<file path="src/rtl/r_cpu_seq_ctrl.sv">
// r_cpu_seq_ctrl: four-phase IF/ID/EX/WB sequencer for the R-type datapath.
// Drives datapath load enables, ALU opcode, halt/overflow status and retire count.
module r_cpu_seq_ctrl #(
  parameter int CNT_W       = 16,
  parameter int OF_BLOCK_WB = 1
) (
  input  logic             clk,
  input  logic             rst,
  input  logic             run,
  input  logic             step,
  input  logic [5:0]       op,
  input  logic [5:0]       func,
  input  logic             zf,
  input  logic             of,
  output logic             pc_we,
  output logic             ir_we,
  output logic             ab_we,
  output logic             f_we,
  output logic             write_reg,
  output logic [2:0]       alu_op,
  output logic             busy,
  output logic             illegal,
  output logic             of_err,
  output logic             zf_q,
  output logic [CNT_W-1:0] inst_cnt,
  output logic [2:0]       state
);

  typedef enum logic [2:0] {
    S_IDLE = 3'd0,
    S_IF   = 3'd1,
    S_ID   = 3'd2,
    S_EX   = 3'd3,
    S_WB   = 3'd4,
    S_HALT = 3'd5
  } state_t;

  localparam logic [CNT_W-1:0] CNT_ONE = {{(CNT_W-1){1'b0}}, 1'b1};
  localparam logic             BLK_WB  = (OF_BLOCK_WB != 0);

  state_t           state_q, state_d;
  logic             single_q, single_d;
  logic [2:0]       alu_op_q, alu_op_d;
  logic             illegal_q, illegal_d;
  logic             of_q, of_d;
  logic             of_err_q, of_err_d;
  logic             zf_q_q, zf_q_d;
  logic [CNT_W-1:0] cnt_q, cnt_d;
  logic             pc_we_q, pc_we_d;
  logic             ir_we_q, ir_we_d;
  logic             ab_we_q, ab_we_d;
  logic             f_we_q, f_we_d;
  logic             wr_q, wr_d;
  logic             busy_q, busy_d;

  logic             dec_ok;
  logic [2:0]       dec_op;
  logic             of_ex;

  always_comb begin
    dec_ok = 1'b1;
    dec_op = 3'b000;
    unique case (func)
      6'b100100: dec_op = 3'b000;
      6'b100101: dec_op = 3'b001;
      6'b100110: dec_op = 3'b010;
      6'b100111: dec_op = 3'b011;
      6'b100000: dec_op = 3'b100;
      6'b100010: dec_op = 3'b101;
      6'b101011: dec_op = 3'b110;
      6'b000100: dec_op = 3'b111;
      default:   dec_ok = 1'b0;
    endcase
    if (op != 6'b000000) dec_ok = 1'b0;
  end

  // only add/sub can signal a meaningful overflow
  assign of_ex = of & ((alu_op_q == 3'b100) | (alu_op_q == 3'b101));

  always_comb begin
    state_d   = state_q;
    single_d  = single_q;
    alu_op_d  = alu_op_q;
    illegal_d = illegal_q;
    of_d      = of_q;
    of_err_d  = of_err_q;
    zf_q_d    = zf_q_q;
    cnt_d     = cnt_q;
    case (state_q)
      S_IDLE: begin
        if (run) begin
          state_d  = S_IF;
          single_d = 1'b0;
        end else if (step) begin
          state_d  = S_IF;
          single_d = 1'b1;
        end
      end
      S_IF: state_d = S_ID;
      S_ID: begin
        if (dec_ok) begin
          state_d  = S_EX;
          alu_op_d = dec_op;
        end else begin
          state_d   = S_HALT;
          illegal_d = 1'b1;
        end
      end
      S_EX: begin
        state_d  = S_WB;
        zf_q_d   = zf;
        of_d     = of_ex;
        of_err_d = of_err_q | of_ex;
      end
      S_WB: begin
        cnt_d = cnt_q + CNT_ONE;
        if (run && !single_q) begin
          state_d = S_IF;
        end else begin
          state_d  = S_IDLE;
          single_d = 1'b0;
        end
      end
      S_HALT: state_d = S_HALT;
      default: state_d = S_IDLE;
    endcase
  end

  // enables are decoded from the next state so they line up with state_q
  always_comb begin
    pc_we_d = (state_d == S_IF);
    ir_we_d = (state_d == S_IF);
    ab_we_d = (state_d == S_ID);
    f_we_d  = (state_d == S_EX);
    wr_d    = (state_d == S_WB) & ~(BLK_WB & of_d);
    busy_d  = (state_d == S_IF) | (state_d == S_ID) |
              (state_d == S_EX) | (state_d == S_WB);
  end

  always_ff @(posedge clk) begin
    if (rst) begin
      state_q   <= S_IDLE;
      single_q  <= 1'b0;
      alu_op_q  <= 3'b000;
      illegal_q <= 1'b0;
      of_q      <= 1'b0;
      of_err_q  <= 1'b0;
      zf_q_q    <= 1'b0;
      cnt_q     <= '0;
      pc_we_q   <= 1'b0;
      ir_we_q   <= 1'b0;
      ab_we_q   <= 1'b0;
      f_we_q    <= 1'b0;
      wr_q      <= 1'b0;
      busy_q    <= 1'b0;
    end else begin
      state_q   <= state_d;
      single_q  <= single_d;
      alu_op_q  <= alu_op_d;
      illegal_q <= illegal_d;
      of_q      <= of_d;
      of_err_q  <= of_err_d;
      zf_q_q    <= zf_q_d;
      cnt_q     <= cnt_d;
      pc_we_q   <= pc_we_d;
      ir_we_q   <= ir_we_d;
      ab_we_q   <= ab_we_d;
      f_we_q    <= f_we_d;
      wr_q      <= wr_d;
      busy_q    <= busy_d;
    end
  end

  assign pc_we     = pc_we_q;
  assign ir_we     = ir_we_q;
  assign ab_we     = ab_we_q;
  assign f_we      = f_we_q;
  assign write_reg = wr_q;
  assign alu_op    = alu_op_q;
  assign busy      = busy_q;
  assign illegal   = illegal_q;
  assign of_err    = of_err_q;
  assign zf_q      = zf_q_q;
  assign inst_cnt  = cnt_q;
  assign state     = state_q;

endmodule

</file>
<file path="config.mk">
export PLATFORM = sky130hd
export DESIGN_NAME = r_cpu_seq_ctrl
export DESIGN_NICKNAME = d
export VERILOG_FILES = /design/src/rtl/r_cpu_seq_ctrl.sv
export SDC_FILE = /design/constraint.sdc
export NUM_CORES = 1
export LEC_CHECK = 0
export BUFFER_PORTS_ARGS = -buffer_cell sky130_fd_sc_hd__buf_2
export CAP_MARGIN = 25
export CELL_PAD_IN_SITES_DETAIL_PLACEMENT = 2
export CELL_PAD_IN_SITES_GLOBAL_PLACEMENT = 2
export CORE_UTILIZATION = 30
export DETAILED_ROUTE_END_ITERATION = 16
export PLACE_DENSITY = 0.84
export SETUP_SLACK_MARGIN = 0.4
export SYNTH_ARGS = -nofsm -noshare
export SYNTH_HDL_FRONTEND = slang
export SYNTH_SLANG_ARGS = --single-unit
</file>
<file path="constraint.sdc">
create_clock -name clk -period 2.75 [get_ports clk]
set_clock_uncertainty 0.15 [all_clocks]
set_input_delay 0 -clock clk [delete_from_list [all_inputs] [get_ports clk]]
set_output_delay 0 -clock clk [all_outputs]
set_load 0.02 [all_outputs]
</file>
Yosys cells after proc, flatten, opt, wreduce, memory -nomap -nowiden
Cells that the tools add are included.
{ "totals": {"ff_bits": 32, "in_bits": 18, "output_inout_bits": 31, "wordCells": 66} }
{ "classes": {"add_sub_neg": 1, "eq_ne": 21, "n_mux": 13, "n_bitwise": 9, "reduce_logical": 9} }
{ "op_table": {"columns": ["op", "count"], "rows": [
  ["6-bit equality test (second input constant)", 7],
  ["3-bit one-hot mux with 7 select lines", 1],
  ["3-bit one-hot mux with 6 select lines", 1],
  ["16-bit by 1-bit adder with 16-bit output (second input constant)", 1],
  ["3-bit equality test (second input constant)", 5],
  ["3-bit by 2-bit equality test with 1-bit output (second input constant)", 4],
  ["3-bit two-way mux", 3],
  ["8-bit OR reduction", 1],
  ["1-bit two-way mux", 7],
  ["3-bit by 1-bit equality test with 1-bit output (second input constant)", 2],
  ["6-bit by 3-bit equality test with 1-bit output (second input constant)", 1],
  ["6-bit nonzero test", 1],
  ["1-bit OR", 5],
  ["2-bit AND reduction", 2],
  ["3-bit zero test", 1],
  ["3-bit != test (second input constant)", 1],
  ["3-bit AND reduction", 1],
  ["1-bit bitwise AND", 2],
  ["2-bit != test (second input constant)", 1],
  ["1-bit NOT", 2],
  ["1-bit one-hot mux with 2 select lines", 1],
  ["2-bit nonzero test", 1],
  ["1-bit logical AND", 1],
  ["1-bit zero test", 1]
]} }

Depth between registers and ports, before layout
Gate-level depths: netlist of the first run.
{ "logic_depth": {"depth_word": 10, "depth_mapped": 5, "depth_no_buf": 5} }

Least setup slack after synthesis of the first run
Ideal clock, no wire load.
{ "synth_path": {"kind": "register to register", "from": "register cnt_q[0] (netlist: inst_cnt[0])", "to": "register cnt_q[10] (netlist: inst_cnt[10])", "setup_ns": 0.128, "arrival_time_ns": 1.649, "required_ns": 2.472, "slack_ns": 0.824, "stages_incl_launch_ff": 6, "path_cell_list": "dfxtp_1 > ha_1 > inv_1 > or4b_2 > xor2_1 > nor2_1"} }
{ "synth_via": {"elab_chain_cells": 1} }
{ "synth_rtl": {"columns": ["item", "line_no", "text"], "rows": [
  ["from (decl)", "48", "logic [CNT_W-1:0] cnt_q, cnt_d;"],
  ["from (signal assigned)", "164", "cnt_q <= cnt_d;"],
  ["16-bit by 1-bit adder with 16-bit output", "116", "cnt_d = cnt_q + CNT_ONE;"]
]} }
Every way passes these cells.
A chain may end at the register's enable or synchronous reset.

Worst setup path in the final report of the first run
{ "layout_path": {"from": "register state_q[2] (netlist: state[2])", "to": "register cnt_q[14] (netlist: inst_cnt[14])"} }
{ "layout_via": {"elab_chain_cells": 1} }
{ "layout_rtl": {"columns": ["item", "line_no", "text"], "rows": [
  ["from (decl)", "41", "state_t state_q, state_d;"],
  ["from (signal assigned)", "157", "state_q <= state_d;"],
  ["3-bit equality test", "89", "case (state_q)"]
]} }
Every way passes these cells.

==> metrics.md, run 1 <==
| Metric | Value |
|---|---|
| Status | finished with violations |
| Failing checks | negative hold slack |
| Via count | roughly 1,500 |
| DRC | 0 |
| CP endpoint kind | register |
| Number of distinct library cells after synthesis | 40 |
| CTS tree | yes |
| Final Core Density | between 40% and 50% |
| Core box area | between 4000 and 5000 um2 |
| XOR/XNOR share of the synthesized area | between 6 and 7% |
| Crit path kind | register to register |
| Netlist Area Pre-Place | ~1500 um2 |
| Detailed placer's ending HPWL | 3260 um |
| Main combinational cell family by area after synthesis | simple AND/OR/NAND/NOR gates |
| Simple-Gate Fraction of Synth Area | between 30% and 40% |
| Period utilisation layout | 76.9% |
| Final GP Congestion | between 0.7 and 0.8 |
| Most used DFF post-synth | dfxtp_1 |
| Layout Cells excl Fill | between 300 and 400 |
| Die width | ~74 um |
| Clock-pin slew on the worst setup and hold paths | around 60 ps |
| Final antenna diode count | 0 |
| Drt initial violations | 63 |
| Port buffer count | between 40 and 50 |
| Clock tree root buffer cell | clkbuf_8 |
| Die ar. | approximately 5400 um2 |
| Syn nets | 195 |
| H-tree levels | 2 |
| Hold Startpoint | of |
| Resize count post-CTS | 0 |
| Slowest stage cell, crit path | nor4_1 |
| Sequential fraction of the synthesis area | around two fifths |
| Cell taking the most area after synthesis | dfxtp_1 |
| Worst hold path depth | 4 |
| CP Data Arrival Time | ~2100 ps |
| CTS sink cnt | 31 |
| Die Ht | approximately 74 um |
| Worst Path Required | roughly 2800 ps |
| Core Rows | 25 |
| Worst slew pin tran | between 600 and 700 ps |
| Slew Limit Fails | 0 |
| PD cells | around 500 nW/um2 |
| Final min period | about 2100 ps |
| Slew HR | a little over half |
| Setup_tns | 0 ps |
| Post-synth top cells | dfxtp_1 (31), nor2_1 (23), nand2_1 (12) |
| Main area contributors after synthesis | dfxtp_1 (40%), nor2_1 (5.6%), xor2_1 (4.5%) |
| Final #Nets | approximately 250 |
| Post-synth EDFFs | 0 |
| Fmax | around 0.47 GHz |
| Initial antenna violation count | 0 |
| Avg Inst Size Synth | ~9 um2 |
| FF-to-FF Start | state[2]$_SDFF_PP0_ |
| Post-synthesis instance total | around 180 |
| First-pass GRT wire length | 7090 um |
| Router iterations before antenna repair | 4 |
| Setup violators final | 0 |
| Unrepaired setup endpoints after global routing | no |
| GRT Total Usage | 17.7% |
| CP cell instances | nand4bb_4, nor4_1, a21oi_1, a31o_2 |
| Initial core utilization | between 30% and 40% |
| Most frequent cell after synthesis | dfxtp_1 |
| R2R setup slack | 630 ps |
| Area Growth Syn to Fin | 32.0% |
| Maximum vdd ir drop | 0.225 mV |
| Cts bufs inserted | 5 |
| Post-synth ARST share | 0% |
| Min-Delay Endpoint | write_reg$_SDFF_PP0_ |
| Maxcap violations | 0 |
| Synth warnings | 0 |
| Worst r2r path cells | 4 |
| Mux cell area share after synthesis | 3.40% |
| Via density | between 5 and 6 |
| I/O pins | 49 |
| Worst-case clock buffer depth | 2 |
| Worst-Skew Late Latency | between 200 and 300 ps |
| Synth top area share | approximately two fifths |
| Hold Path Class | primary input to register |
| Hold WS | -5.64 ps |
| Final Cell Area | roughly 2000 um2 |
| Synth Area in Adders | 0.809% |
| Routed wire per std cell | between 10 and 15 um |
| R2r endpoint | inst_cnt[14]$_SDFFE_PP0P_ |
| Worst-path fanout max | 14 |
| Vias in the first global route | approximately 1,500 |
| Area after DPL | approximately 1800 um2 |
| Crit-path max cell delay | 650 ps |
| DRT Wirelength | about 4500 um |
| #FFs+latches synth | 31 |
| Dpl cells | roughly 280 |
| Grt total ovfl | 0 |
| ANT nets after route | 0 |
| Leakage power | 0.867 nW |
| Fraction of layout cells with a size suffix above 1 | approximately 30% |
| Critical Path Source Type | register |
| Largest net degree at the start of global routing | 37 |
| Compound-Gate Fraction of Synth Area | between 10% and 20% |
| Final Hold Vio Count | 1 |
| Max reg flops | 16 |
## worst max-delay path, delay by kind of cell (launching register included)
family | cells | cell delay (ps)
DFF | 1 | 630
and+or+nand+nor | 2 | 840
AOI/OAI and AO/OA | 2 | 390
## cells by family after synthesis
logic type      count (synthesis)
compound gates                 31
simple gates                   85
buf+inv                        12
flops                          31
mux                             5
xor+xnor                       11
fa+ha+maj                       1
## stage by stage
stage	setup WS, ps	power [mW]	hold WS (ps)
final	634	1.02	-5.64
after detailed placement	701	0.624	118
after global placement	821	0.618	124
after global routing	459	1.07	29.5
after CTS	629	1.04	12.3
after floorplan	824	0.574	-2.46
## where the power goes
part           switching [mW]  internal, mW  leakage (nW)  total, mW
clock network           0.168         0.228        0.0515      0.396
logic                  0.0812        0.0595         0.564      0.141
registers              0.0210         0.464         0.251      0.485
total                   0.270         0.752         0.867       1.02
## area by class of cell
type	instances	area, um2
Clock buffer	8	100
Timing Repair Buffer	58	340
Tap cell	67	83.8
Fill cell	540	2810
Sequential cell	31	621
Multi-Input combinational cell	133	877
Inverter	5	18.8
## layer usage
layer	GRT usage [%]	wire length, um	up-vias
met5	0	0	-
met4	6.41	68	0
met3	4.25	142	7
met2	32.0	2350	39
met1	19.9	1950	736
li1	-	-	739
## how the worst max path moves through the flow
stage               slack, ps                        end                     start
floorplan                 820  inst_cnt[10]$_SDFFE_PP0P_  inst_cnt[0]$_SDFFE_PP0P_
global placement          820  inst_cnt[12]$_SDFFE_PP0P_       state[2]$_SDFF_PP0_
detailed placement        700  inst_cnt[12]$_SDFFE_PP0P_       state[2]$_SDFF_PP0_
CTS                       630  inst_cnt[14]$_SDFFE_PP0P_       state[2]$_SDFF_PP0_
global route              460  inst_cnt[14]$_SDFFE_PP0P_       state[2]$_SDFF_PP0_
finish                    630  inst_cnt[14]$_SDFFE_PP0P_       state[2]$_SDFF_PP0_
## timing repair
item	CTS	global route
endpoints found under the hold margin	9	0
setup buffers	0	0
hold buffers	10	0
## cell usage in the layout (no fill, tap or decap), drive strengths merged, types with 2 or more instances in the layout
cell / netlist / layout
o21ai: 4 / 4
nor2b: 3 / 3
a31oi: 2 / 2
dlygate4sd3: 0 / 10
clkbuf: 6 / 8
and2: 3 / 3
o21a: 2 / 2
dfxtp: 31 / 31
nor4: 3 / 3
buf: 1 / 48
nand2: 12 / 12
a31o: 2 / 2
xor2: 8 / 8
mux2i: 3 / 3
a21oi: 10 / 10
nand3: 8 / 8
mux2: 2 / 2
and3: 4 / 4
a211oi: 2 / 2
xnor2: 3 / 3
nand4: 5 / 5
o211ai: 2 / 2
o21bai: 2 / 2
or4: 2 / 2
nand2b: 10 / 10
inv: 5 / 5
nor2: 23 / 23
nor3: 6 / 6
or3b: 2 / 2
o21ba: 2 / 2
Power figures use the tool's default switching activity.
==> run 2: changes to the inputs <==
--- a/config.mk
+++ b/config.mk
@@ -9,9 +9,9 @@
 export CAP_MARGIN = 25
 export CELL_PAD_IN_SITES_DETAIL_PLACEMENT = 2
 export CELL_PAD_IN_SITES_GLOBAL_PLACEMENT = 2
-export CORE_UTILIZATION = 30
+export CORE_UTILIZATION = 26
 export DETAILED_ROUTE_END_ITERATION = 16
-export PLACE_DENSITY = 0.84
+export PLACE_DENSITY = 0.78
 export SETUP_SLACK_MARGIN = 0.4
 export SYNTH_ARGS = -nofsm -noshare
 export SYNTH_HDL_FRONTEND = slang
==> constraint.sdc (replaced) <==
create_clock -name clk -period 1.8 [get_ports clk]
set_clock_uncertainty 0.15 [all_clocks]
set_input_delay 0 -clock clk [delete_from_list [all_inputs] [get_ports clk]]
set_output_delay 0 -clock clk [all_outputs]
set_load 0.02 [all_outputs]
==> metrics.md, run 2 (synthesis gave the netlist of run 1 again) <==
| Metric | Value |
|---|---|
| Vias in the first global route | 1,757 (+16%) |
| Unrepaired setup endpoints after global routing | yes |
| CP endpoint kind | register |
| Area Growth Syn to Fin | 61.8% |
| Routed metal-1 wirelength | 2520 um (+29%) |
| Filler cell count in the final layout | 651 (+21%) |
| Hold WS | -2.19 ps (+3.45 ps) |
| Slew HR | 58.2% (+4.4 points) |
| Status | finished with violations |
| Worst slew pin tran | 625 ps (-62.2 ps) |
| Commonest non-fill, non-tap cell in the layout | buf_2 |
| CTS sink cnt | 31 (unchanged) |
| CP cell instances | nand4bb_4, buf_6, nor4_4, nand3_1, mux2_2 |
| I/O pins | 49 (unchanged) |
| Final GP Congestion | 0.724 (-0.51%) |
| Failing checks | negative hold slack |
| DRT Wirelength | 6490 um (+44%) |
| Largest net degree at the start of global routing | 28 (-24%) |
| Final #Nets | 288 (+14%) |
| Cts bufs inserted | 5 (unchanged) |
| Crit path kind | register to register |
| Fmax | 0.592 GHz (+25%) |
| Port buffer count | 48 (unchanged) |
| H-tree levels | 2 (unchanged) |
| Buf+Inv Stages, Crit Path | 1 (+1) |
| Met3 wire length | 157 um (+11%) |
| Core Rows | 27 (+8.0%) |
| CP Data Arrival Time | 1710 ps (-430 ps) |
| Worst-case clock buffer depth | 2 (unchanged) |
| Final antenna diode count | 0 (unchanged) |
| Final Core Density | 44.6% (+2.5 points) |
| Fraction of layout cells with a size suffix above 1 | 53.3% (+24 points) |
| Most frequent cells in the layout | buf_2 (48), buf_4 (32), nor2_1 (21), dfxtp_1 (17), dfxtp_4 (11) |
| Drt initial violations | 60 (-4.8%) |
| Area after DPL | 1960 um2 (+6.6%) |
| DRC | 0 (unchanged) |
| Crit path max-delay family | simple AND/OR/NAND/NOR gates |
| ANT nets after route | 0 (unchanged) |
| Detailed placer's ending HPWL | 3400 um (+4.4%) |
| Setup violators final | 0 (unchanged) |
| Final Cell Area | 2500 um2 (+23%) |
| Max reg flops | 16 (unchanged) |
| Worst Path Required | 1820 ps (-960 ps) |
| Setup ws final | 112 ps (-523 ps) |
| Maximum vdd ir drop | 0.254 mV (+13%) |
| Initial antenna violation count | 0 (unchanged) |
| Period utilisation layout | 93.8% (+17 points) |
| Final Hold Vio Count | 1 (unchanged) |
| Worst-path fanout max | 4 (-10) |
| Metal2 WL | 3710 um (+58%) |
| Hold Path Class | primary input to register |
| Slew Limit Fails | 0 (unchanged) |
| Slowest stage cell, crit path | dfxtp_2 |
| GRT Total Usage | 18.2% (+0.49 points) |
| Worst-Skew Late Latency | 290 ps (about the same) |
| Grt total ovfl | 0 (unchanged) |
| Setup_tns | 0 ps (unchanged) |
| Router iterations before antenna repair | 3 (-1) |
| Clock tree root buffer cell | clkbuf_8 |
| Die width | 79.1 um (+7.2%) |
| Dpl ws | 90.3 ps (-610 ps) |
| Initial core utilization | 27.6% (-4.3 points) |
| Final min period | 1690 ps (-427 ps) |
| Maxcap violations | 0 (unchanged) |
| First-pass GRT wire length | 8610 um (+21%) |
| PD cells | 639 nW/um2 (+28%) |
| Leakage power | 1.13 nW (+31%) |
| Clock-pin slew on the worst setup and hold paths | 70 ps (about the same) |
| Core box area | 5610 um2 (+16%) |
| Die ar. | 6260 um2 (+15%) |
| Die Ht | 79.1 um (+7.2%) |
| Top Layer Used | met4 |
| Crit-path max cell delay | 430 ps (-220 ps) |
| Critical Path Source Type | register |
| Via density | 4.89 (-3.0%) |
| Via count | 1,671 (+9.9%) |
| Routed wire per std cell | 19.0 um (+27%) |
| CTS tree | yes |
==> run 2: changes by cell type in the layout (fill, tap and decap cells not counted), sizes merged <==
cell	before	now
dlygate4sd3	10	4
clkbuf	8	7
buf	48	89
clkinv	0	1
==> run 2: path summary, 6_finish.rpt <==
path / to / cells after the start / from / slack [ps]
worst max-delay path: inst_cnt[15]$_SDFFE_PP0P_ / 5 / inst_cnt[2]$_SDFFE_PP0P_ / 110
worst min register to register: of_err$_SDFFE_PP0N_ / 2 / of_err$_SDFFE_PP0N_ / 300
worst min-delay path: alu_op[0]$_SDFFE_PP0N_ / 3 / func[0] / -2
worst max register to register: inst_cnt[15]$_SDFFE_PP0P_ / 5 / inst_cnt[2]$_SDFFE_PP0P_ / 110
==> run 2: worst register-to-register path, cell delays in order, from the launching register on <==
cell and delay [ps]:
dfxtp_2 430, nand4bb_4 170, buf_6 150, nor4_4 220
nand3_1 170, mux2_2 290
==> run 2: layer usage <==
layer	vias up	track usage, %
met2	39	34.2
met3	6	3.22
li1	807	-
met1	819	19.9
met4	0	7.09
met5	-	0
==> run 2: area by class of cell <==
class | count | area, um2 | area share, %
Clock buffer | 7 | 76.3 | 3.05
Multi-Input combinational cell | 133 | 1020 | 40.7
Tap cell | 72 | 90.1 | 3.60
Sequential cell | 31 | 666 | 26.6
Inverter | 5 | 21.3 | 0.850
Timing Repair Buffer | 93 | 626 | 25.0
Clock inverter | 1 | 5.00 | 0.200
==> run 2: report_power, final <==
part           internal, mW  switching, mW  leakage [nW]
clock                 0.271          0.273        0.0422
sequential            0.697         0.0187         0.261
combinational         0.158          0.182         0.829
==> run 2: repair_timing <==
action	4_1_cts	5_1_grt
hold endpoints to repair	9	0
gates resized for setup	14	24
hold buffers	4	0
pin swaps	12	23
endpoints found under the setup margin	19	20
setup buffers	19	16
==> run 2: stage by stage <==
stage	power (mW)	instances	hold slack, ps
final	1.60	342	-2.19
after global routing	1.68	342	27.0
after CTS	1.56	326	-67.0
after detailed placement	0.964	295	118
after global placement	0.955	295	116
after floorplan	0.876	176	-2.48
